`config.mk`:
```
export PLATFORM = sky130hd
export DESIGN_NAME = alu_operand_stage
export DESIGN_NICKNAME = d
export VERILOG_FILES = /design/src/rtl/alu_operand_stage.sv
export SDC_FILE = /design/constraint.sdc
export NUM_CORES = 1
export LEC_CHECK = 0
export CORE_MARGIN = 2
export CORE_UTILIZATION = 35
export CTS_CLUSTER_DIAMETER = 120
export CTS_CLUSTER_SIZE = 30
export DETAILED_ROUTE_END_ITERATION = 12
export HOLD_SLACK_MARGIN = 0.02
export PLACE_DENSITY = 0.68
export REMOVE_ABC_BUFFERS = 1
export SETUP_SLACK_MARGIN = 0.02
export SYNTH_ARGS = -nofsm -noshare
export SYNTH_HDL_FRONTEND = slang
export SYNTH_SLANG_ARGS = --single-unit
```
`constraint.sdc`:
```
create_clock -name clk -period 4.5 [get_ports clk]
set_input_delay 0.9 -clock clk [delete_from_list [all_inputs] [get_ports clk]]
set_output_delay 0.9 -clock clk [all_outputs]
set_load 0.005 [all_outputs]
```
`src/rtl/alu_operand_stage.sv`:
```
// ALU operand stage: selects A/B, forwards from later stages, and registers operands behind a valid/ready handshake.
// Optional feature macro: ALU_OPSTAGE_PERF_EN adds saturating hazard-cycle and issue counters.
module alu_operand_stage #(
    parameter int unsigned XLEN = 32,
    parameter int unsigned NFWD = 2,
    parameter int unsigned REGW = 5
) (
    input  logic                 clk,
    input  logic                 rst,
    input  logic                 in_valid,
    output logic                 in_ready,
    input  logic [REGW-1:0]      rs1_idx,
    input  logic [REGW-1:0]      rs2_idx,
    input  logic [XLEN-1:0]      rs1_data,
    input  logic [XLEN-1:0]      rs2_data,
    input  logic [XLEN-1:0]      imm,
    input  logic [XLEN-1:0]      pc,
    input  logic [1:0]           asel,
    input  logic [1:0]           bsel,
    input  logic [NFWD-1:0]      fwd_valid,
    input  logic [NFWD-1:0]      fwd_pending,
    input  logic [NFWD*REGW-1:0] fwd_rd,
    input  logic [NFWD*XLEN-1:0] fwd_data,
    output logic                 out_valid,
    input  logic                 out_ready,
    output logic [XLEN-1:0]      out_a,
    output logic [XLEN-1:0]      out_b,
    output logic [XLEN-1:0]      out_rs2
`ifdef ALU_OPSTAGE_PERF_EN
    ,
    output logic [31:0]          perf_hazard_cycles,
    output logic [31:0]          perf_issued
`endif
);

    localparam int unsigned PERFW = 32;
    localparam logic [XLEN-1:0] CONST4 = XLEN'(4);

    typedef struct packed {
        logic [XLEN-1:0] a;
        logic [XLEN-1:0] b;
        logic [XLEN-1:0] rs2;
    } opnd_t;

    opnd_t           out_q;
    opnd_t           nxt;
    logic [XLEN-1:0] rs1_fwd;
    logic [XLEN-1:0] rs2_fwd;
    logic            hit1;
    logic            hit2;
    logic            pend1;
    logic            pend2;
    logic            hazard;
    logic            accept;

    // Youngest matching source wins; register 0 is never forwarded.
    always_comb begin
        rs1_fwd = rs1_data;
        rs2_fwd = rs2_data;
        hit1    = 1'b0;
        hit2    = 1'b0;
        pend1   = 1'b0;
        pend2   = 1'b0;
        for (int i = 0; i < int'(NFWD); i++) begin
            if (!hit1 && fwd_valid[i] && (fwd_rd[i*REGW +: REGW] != '0)
                && (fwd_rd[i*REGW +: REGW] == rs1_idx)) begin
                hit1    = 1'b1;
                rs1_fwd = fwd_data[i*XLEN +: XLEN];
                pend1   = fwd_pending[i];
            end
            if (!hit2 && fwd_valid[i] && (fwd_rd[i*REGW +: REGW] != '0)
                && (fwd_rd[i*REGW +: REGW] == rs2_idx)) begin
                hit2    = 1'b1;
                rs2_fwd = fwd_data[i*XLEN +: XLEN];
                pend2   = fwd_pending[i];
            end
        end
    end

    // rs2 hazards stall regardless of bsel since store data always needs it.
    always_comb begin
        hazard   = in_valid && (pend1 || pend2);
        in_ready = !hazard && (!out_valid || out_ready);
        accept   = in_valid && in_ready;
    end

    always_comb begin
        nxt     = '0;
        nxt.rs2 = rs2_fwd;
        case (asel)
            2'b00:   nxt.a = rs1_fwd;
            2'b01:   nxt.a = pc;
            default: nxt.a = '0;
        endcase
        case (bsel)
            2'b00:   nxt.b = rs2_fwd;
            2'b01:   nxt.b = imm;
            2'b10:   nxt.b = CONST4;
            default: nxt.b = '0;
        endcase
    end

    always_ff @(posedge clk or posedge rst) begin
        if (rst) begin
            out_valid <= 1'b0;
            out_q     <= '0;
        end else if (accept) begin
            out_valid <= 1'b1;
            out_q     <= nxt;
        end else if (out_ready) begin
            out_valid <= 1'b0;
        end
    end

    assign out_a   = out_q.a;
    assign out_b   = out_q.b;
    assign out_rs2 = out_q.rs2;

`ifdef ALU_OPSTAGE_PERF_EN
    logic [PERFW-1:0] hz_cnt;
    logic [PERFW-1:0] iss_cnt;

    // Saturating counters hold at all-ones.
    always_ff @(posedge clk or posedge rst) begin
        if (rst) begin
            hz_cnt  <= '0;
            iss_cnt <= '0;
        end else begin
            if (hazard && (hz_cnt != '1)) hz_cnt <= hz_cnt + PERFW'(1);
            if (accept && (iss_cnt != '1)) iss_cnt <= iss_cnt + PERFW'(1);
        end
    end

    assign perf_hazard_cycles = hz_cnt;
    assign perf_issued        = iss_cnt;
`endif

endmodule
```
==> results of run 1 <==
==> synthesized netlist by cell type (2+ instances only) <==
cell type | count | area share, %
dfrtp_1 | 97 | 37
o21ai_0 | 64 | 4.9
nand2_1 | 63 | 3.6
mux2_2 | 56 | 9.6
clkbuf_1 | 49 | 2.8
mux2_4 | 38 | 8.7
nor3_1 | 35 | 2.7
mux2i_1 | 34 | 5.2
nand4_1 | 34 | 3.2
a21oi_1 | 32 | 2.4
and3_1 | 32 | 3.1
a221oi_1 | 31 | 4.1
o211ai_1 | 31 | 3.6
xnor2_1 | 10 | 1.3
xor2_1 | 10 | 1.3
buf_4 | 6 | 0.69
inv_1 | 6 | 0.34
buf_12 | 4 | 1.2
nor2_1 | 4 | 0.23
buf_2 | 3 | 0.23
buf_6 | 3 | 0.52
nor2b_1 | 3 | 0.29
a21boi_0 | 2 | 0.23
o21a_1 | 2 | 0.23
or3_1 | 2 | 0.19
or4_1 | 2 | 0.23
==> worst paths after layout <==
path	to	cells after the start	slack (ps)
worst max-delay path	in_ready	8	130
worst min-delay path	out_b[17]$_DFFE_PP0P_	1	510
worst max register to register	out_a[22]$_DFFE_PP0P_	5	2680
worst min register to register	out_b[17]$_DFFE_PP0P_	1	510
max in group asynchronous	out_rs2[0]$_DFFE_PP0P_	3	2820
min in group asynchronous	out_a[21]$_DFFE_PP0P_	2	960
==> cells by family (layout without fill, tap and decap cells) <==
| group | after synthesis | after routing | synth area share [%] |
|---|---|---|---|
| buf+inv | 73 | 365 | 6.095 |
| simple gates | 177 | 177 | 13.74 |
| mux | 128 | 128 | 23.54 |
| compound gates | 172 | 172 | 16.89 |
| flops | 97 | 97 | 37.07 |
| xor+xnor | 20 | 20 | 2.675 |
==> flip-flops by register name, indices dropped and copies added, names as in the netlist <==
| name | cells |
|---|---|
| out_rs2 | 32 |
| out_valid | 1 |
| out_a | 32 |
| out_b | 32 |
==> worst register-to-register path, cell delays in order (launching register included) <==
cell and delay [ps]:
dfrtp_1 380, nor2b_1 150, nor2_1 130, o211a_4 370, buf_4 300, mux2_2 370
==> layer usage <==
layer,GRT usage (%),share of wire [%]
met5,0,0
met1,35.70,42
met3,4.518,7.8
met2,45.60,49
met4,8.684,2.0
==> per-stage QoR <==
| stage | cell area [sq um] | TNS (ps) | worst slack, ps | hold slack (ps) |
|---|---|---|---|---|
| after global placement | 9998 | 0 | 204.1 | 489.0 |
| after floorplan | 6172 | -270170 | -4764 | 505.8 |
| after detailed placement | 9998 | 0 | 171.8 | 491.6 |
| after global routing | 10280 | 0 | 24.64 | 518.5 |
| final | 10280 | 0 | 130.2 | 511.1 |
| after CTS | 10280 | 0 | 162.7 | 512.7 |
==> cell type report <==
class	instances	share of cell area (%)
Clock buffer	10	2.324
Multi-Input combinational cell	497	36.95
Sequential cell	97	23.60
Tap cell	234	2.847
Inverter	6	0.2433
Clock inverter	6	0.4623
Timing Repair Buffer	343	33.58
==> power by group through the flow <==
stage	clock network, mW	logic, mW	registers (mW)
finish	0.785	1.04	1.10
floorplan	0	0.376	1.12
CTS	0.805	1.04	1.10
detailed placement	0	1.04	1.11
global route	0.840	1.10	1.12
global placement	0	1.03	1.11
==> results.cfg, run 1 <==
[routing]
wl_per_cell_um = 22.96
drt_pass1_iterations = 5
initialDrtViolationCount = 399
drtAntennaViolNets = 0
drc_errors = 0
routed_wl_um = 27390
drt-vias-per-instance = 5.707
num_vias = 6809

[pwr]
ir_drop_uv = 178.7
p_int_mw = 2.078
switching_share_pct = 28.92
p_sw_mw = 0.8454
p_per_area_nw_per_um2 = 284.2
p_seq_share_pct = 37.6
leakagePower_nw = 4.109
p_total_mw = 2.923
power_frac_clock_pct = 26.8
power_frac_comb_pct = 35.5

[synthesis]
ys.warnings.count = 0
synth_seq_cells = 97
synth_cells = 667
ys_async_sr_fraction_pct = 100.0
ys_types = 40
synth_area_sq_um = 6549
yosys_most_used_dff = dfrtp_1
seq_area_frac_synth_pct = 37.07
synth_edf_count = 0
syn_area_per_cell_sq_um = 9.818

[sta]
rsz0062_at_grt = false
worstMarginPinSlew_ps = 1163
setup_violations = 0
fin_skew_ps = 14.19
slew_headroom_pct = 22.18
hold_viol_final = 0
period_share_pct = 97.11
fin_crit_ps = 4370
slew_violations = 0
fmaxAchievable_mhz = 228.8

[cts]
clockBufferDepth = 2
post_cts_resized = 0
numCtsBuffers = 9
cts_tree = done
h-tree-depth = 3
worstSkewPairLatency_ps = 350
clock_sinks = 97
cts_root_buf = clkbuf_16
ctsHoldBuffers = 0
post_cts_buffers = 0
cts.reportedPaths.clkPinSlew_ps = 80

[final_layout]
fillers = 1682
drive_gt1_share_pct = 15.64
syn_to_final_growth_pct = 57.05
final_net_count = 1178
layout_commonest_cell = clkdlybuf4s50_1
final_cell_mix = 321 x clkdlybuf4s50_1, 97 x dfrtp_1, 63 x o21ai_0, 62 x nand2_1, 56 x mux2_2
multi_input_area_sq_um = 3800
finish.utilization_pct = 55.54
register_area_sq_um = 2427
final_cells = 1193
diodes = 0

[placement]
dp_cells = 1177
place_congestion = 0.8423
dp_hpwl_um = 18370
portBuffers = 321

[floorplanning]
io_pins = 322
dieArea_sq_um = 19820
die_y_um = 140.8
initial_utilization_pct = 35.36
row_count = 50
die_x_um = 140.8
coreArea_sq_um = 18520

[job]
max_cap_viol_count = 0

[global_routing]
grt_overflow = 0
grt_pass1_wl_um = 41320
grt_max_degree = 65
antenna_found_initial = 0
first_global_vias = 6852
grtUsageTotal_pct = 27.10

[hold_path]
hold_start = out_b[17]$_DFFE_PP0P_
min_path_type = flop to flop

[setup_path]
crit_family = buffers and inverters
cp.arrival_ps = 3470
worstSetupEndpointType = output port
critical_path.cell_chain = clkdlybuf4s50_1 -> xor2_1 -> nor2_4 -> nand3_2 -> a2bb2oi_2 -> o21ai_0 -> a21oi_1 -> clkdlybuf4s50_1
crit_start = fwd_rd[9]
r2r-start = out_valid$_DFFE_PP0P_
cpMaxStageDelayCell = nor2_4
worstPathRequired_ps = 3600
crit_top_cell = clkdlybuf4s50_1
max_stage_delay_ps = 680
cp_num_buf_inv = 2
crit_fanout = 33
crit_path_start_kind = primary input
crit_type = primary input to output port

[outcome]
status = finished, final reports clean
(Power assumes the default switching activity.)
==> run 2, diff against run 1 <==
==> constraint.sdc (replaced) <==
create_clock -name clk -period 4.5 [get_ports clk]
set_input_delay 1.35 -clock clk [delete_from_list [all_inputs] [get_ports clk]]
set_output_delay 1.35 -clock clk [all_outputs]
set_load 0.005 [all_outputs]
==> run 2 against run 1 <==
Sequential power is essentially flat. Via count grew 1.3%. Clock power fell by 2.9%.
==> results.cfg, run 2 (same netlist as run 1, synthesis figures left out) <==
[routing]
drt-vias-per-instance = 5.622
drtAntennaViolNets = 0
wl_per_cell_um = 22.27
num_vias = 6898
initialDrtViolationCount = 400
routed_wl_um = 27330
drt_pass1_iterations = 4
drc_errors = 0

[setup_path]
critical_path.cell_chain = clkdlybuf4s50_1 -> buf_4 -> xor2_1 -> nor3_2 -> and4_4 -> a2bb2oi_4 -> o21ai_2 -> a21oi_2 -> buf_2
worstSetupEndpointType = output port
cp.arrival_ps = 3050
regToRegSetupSlack_ps = 2720
cpMaxStageDelayCell = clkdlybuf4s50_1
r2r-end = out_a[12]$_DFFE_PP0P_
r2r-start = out_valid$_DFFE_PP0P_
max_stage_delay_ps = 450
cp_num_buf_inv = 3
crit_family = buffers and inverters
worstPathRequired_ps = 3150
crit_path_start_kind = primary input
path_depth = 9
reg2reg_depth = 5
crit_fanout = 2
crit_type = primary input to output port

[global_routing]
antenna_found_initial = 0
grt_busiest_layer = met2
grt_max_degree = 55
first_global_vias = 6950
grtUsageTotal_pct = 27.18
grtUsageMet3_pct = 4.857
use_met2_pct = 45.75
grtUsageMet1_pct = 35.02
grt_overflow = 0
grt_pass1_wl_um = 41520

[job]
max_cap_viol_count = 0

[floorplanning]
coreArea_sq_um = 18520
io_pins = 322
die_y_um = 140.8
initial_utilization_pct = 35.36
row_count = 50
dieArea_sq_um = 19820
die_x_um = 140.8

[hold_path]
min_delay_path_depth = 1
min_path_type = flop to flop
min_to = out_a[9]$_DFFE_PP0P_
hold_start = out_a[9]$_DFFE_PP0P_

[cts]
clockBufferDepth = 2
numCtsBuffers = 9
cts_root_buf = clkbuf_16
cts.reportedPaths.clkPinSlew_ps = 70
h-tree-depth = 3
worstSkewPairLatency_ps = 360
clock_sinks = 97
cts_tree = done

[final_layout]
final_net_count = 1211
layout_commonest_cell = clkdlybuf4s50_1
drive_gt1_share_pct = 18.85
finish.utilization_pct = 57.12
final_cell_mix = 310 x clkdlybuf4s50_1, 97 x dfrtp_1, 62 x nand2_1, 62 x o21ai_0, 56 x mux2_2
syn_to_final_growth_pct = 61.52
fin_area_sq_um = 10580

[pwr]
p_total_mw = 2.923
p_per_area_nw_per_um2 = 276.4
ir_drop_uv = 163.0
leakagePower_nw = 4.295

[outcome]
status = finished, final reports clean

[placement]
place_congestion = 0.8423
dp_hpwl_um = 18770
portBuffers = 321
postPlaceCellArea_sq_um = 10210

[sta]
hold_viol_final = 0
slew_violations = 0
tns_ps = 0
fin_crit_ps = 4401
setup_violations = 0
fin_skew_ps = 18.08
fmaxAchievable_mhz = 227.2
period_share_pct = 97.79
rsz0062_at_grt = false
slew_headroom_pct = 22.92
worstMarginPinSlew_ps = 1152
==> run 2: where the power goes <==
group          internal (mW)  leakage, nW  switching (mW)
clock                  0.394        0.132           0.368
sequential              1.02         1.21          0.0815
combinational          0.678         2.95           0.383
==> run 2: area by class of cell <==
class	instances	area (sq um)
multi-input combinational	497	3846
fill	1691	7940
timing repair buffer	376	3700
clock buffer	11	242.7
clock inverter	5	41.29
tap	234	292.8
antenna	1	2.502
inverter	6	25.02
sequential	97	2427
==> run 2: worst max path at each step <==
stage	slack [ps]	end	from
after global placement	-570	in_ready	fwd_rd[5]
after detailed placement	-590	in_ready	fwd_rd[5]
after CTS	40	in_ready	rs2_idx[2]
after global routing	20	in_ready	rs2_idx[2]
after floorplan	-5210	out_b[0]$_DFFE_PP0P_	fwd_rd[0]
final	100	in_ready	rs2_idx[2]
==> run 2: worst reg2reg max path, delay by kind of cell, from the launching register on <==
kind                   cells  cell delay [ps]
DFF                        1              380
buffers and inverters      1              270
AOI/OAI and AO/OA          1              360
muxes                      1              370
and+or+nand+nor            2              290
==> run 2: per-stage QoR <==
step / cells / hold WS (ps) / setup slack, ps
after global routing: 1226 / 518.4 / 24.57
after floorplan: 600 / 505.8 / -5214
final: 1227 / 506.5 / 99.37
after CTS: 1224 / 509.1 / 35.84
after detailed placement: 1204 / 493.4 / -594.5
after global placement: 1204 / 488.5 / -570.8
==> run 2: per-layer routing <==
| metal | vias up | part of all wire, % | routed length (um) |
|---|---|---|---|
| li1 | 3157 | - | - |
| met1 | 3342 | 41 | 11300 |
| met2 | 342 | 48 | 13170 |
| met3 | 57 | 7.6 | 2079 |
| met4 | 0 | 2.9 | 779 |
| met5 | - | 0 | 0 |
==> run 2: repair_timing <==
action,4_1_cts,5_1_grt
gates resized for setup,21,3
hold buffers,0,0
pin swaps,10,7
setup buffers,4,2
gates cloned,0,0
endpoints found under the setup margin,1,1
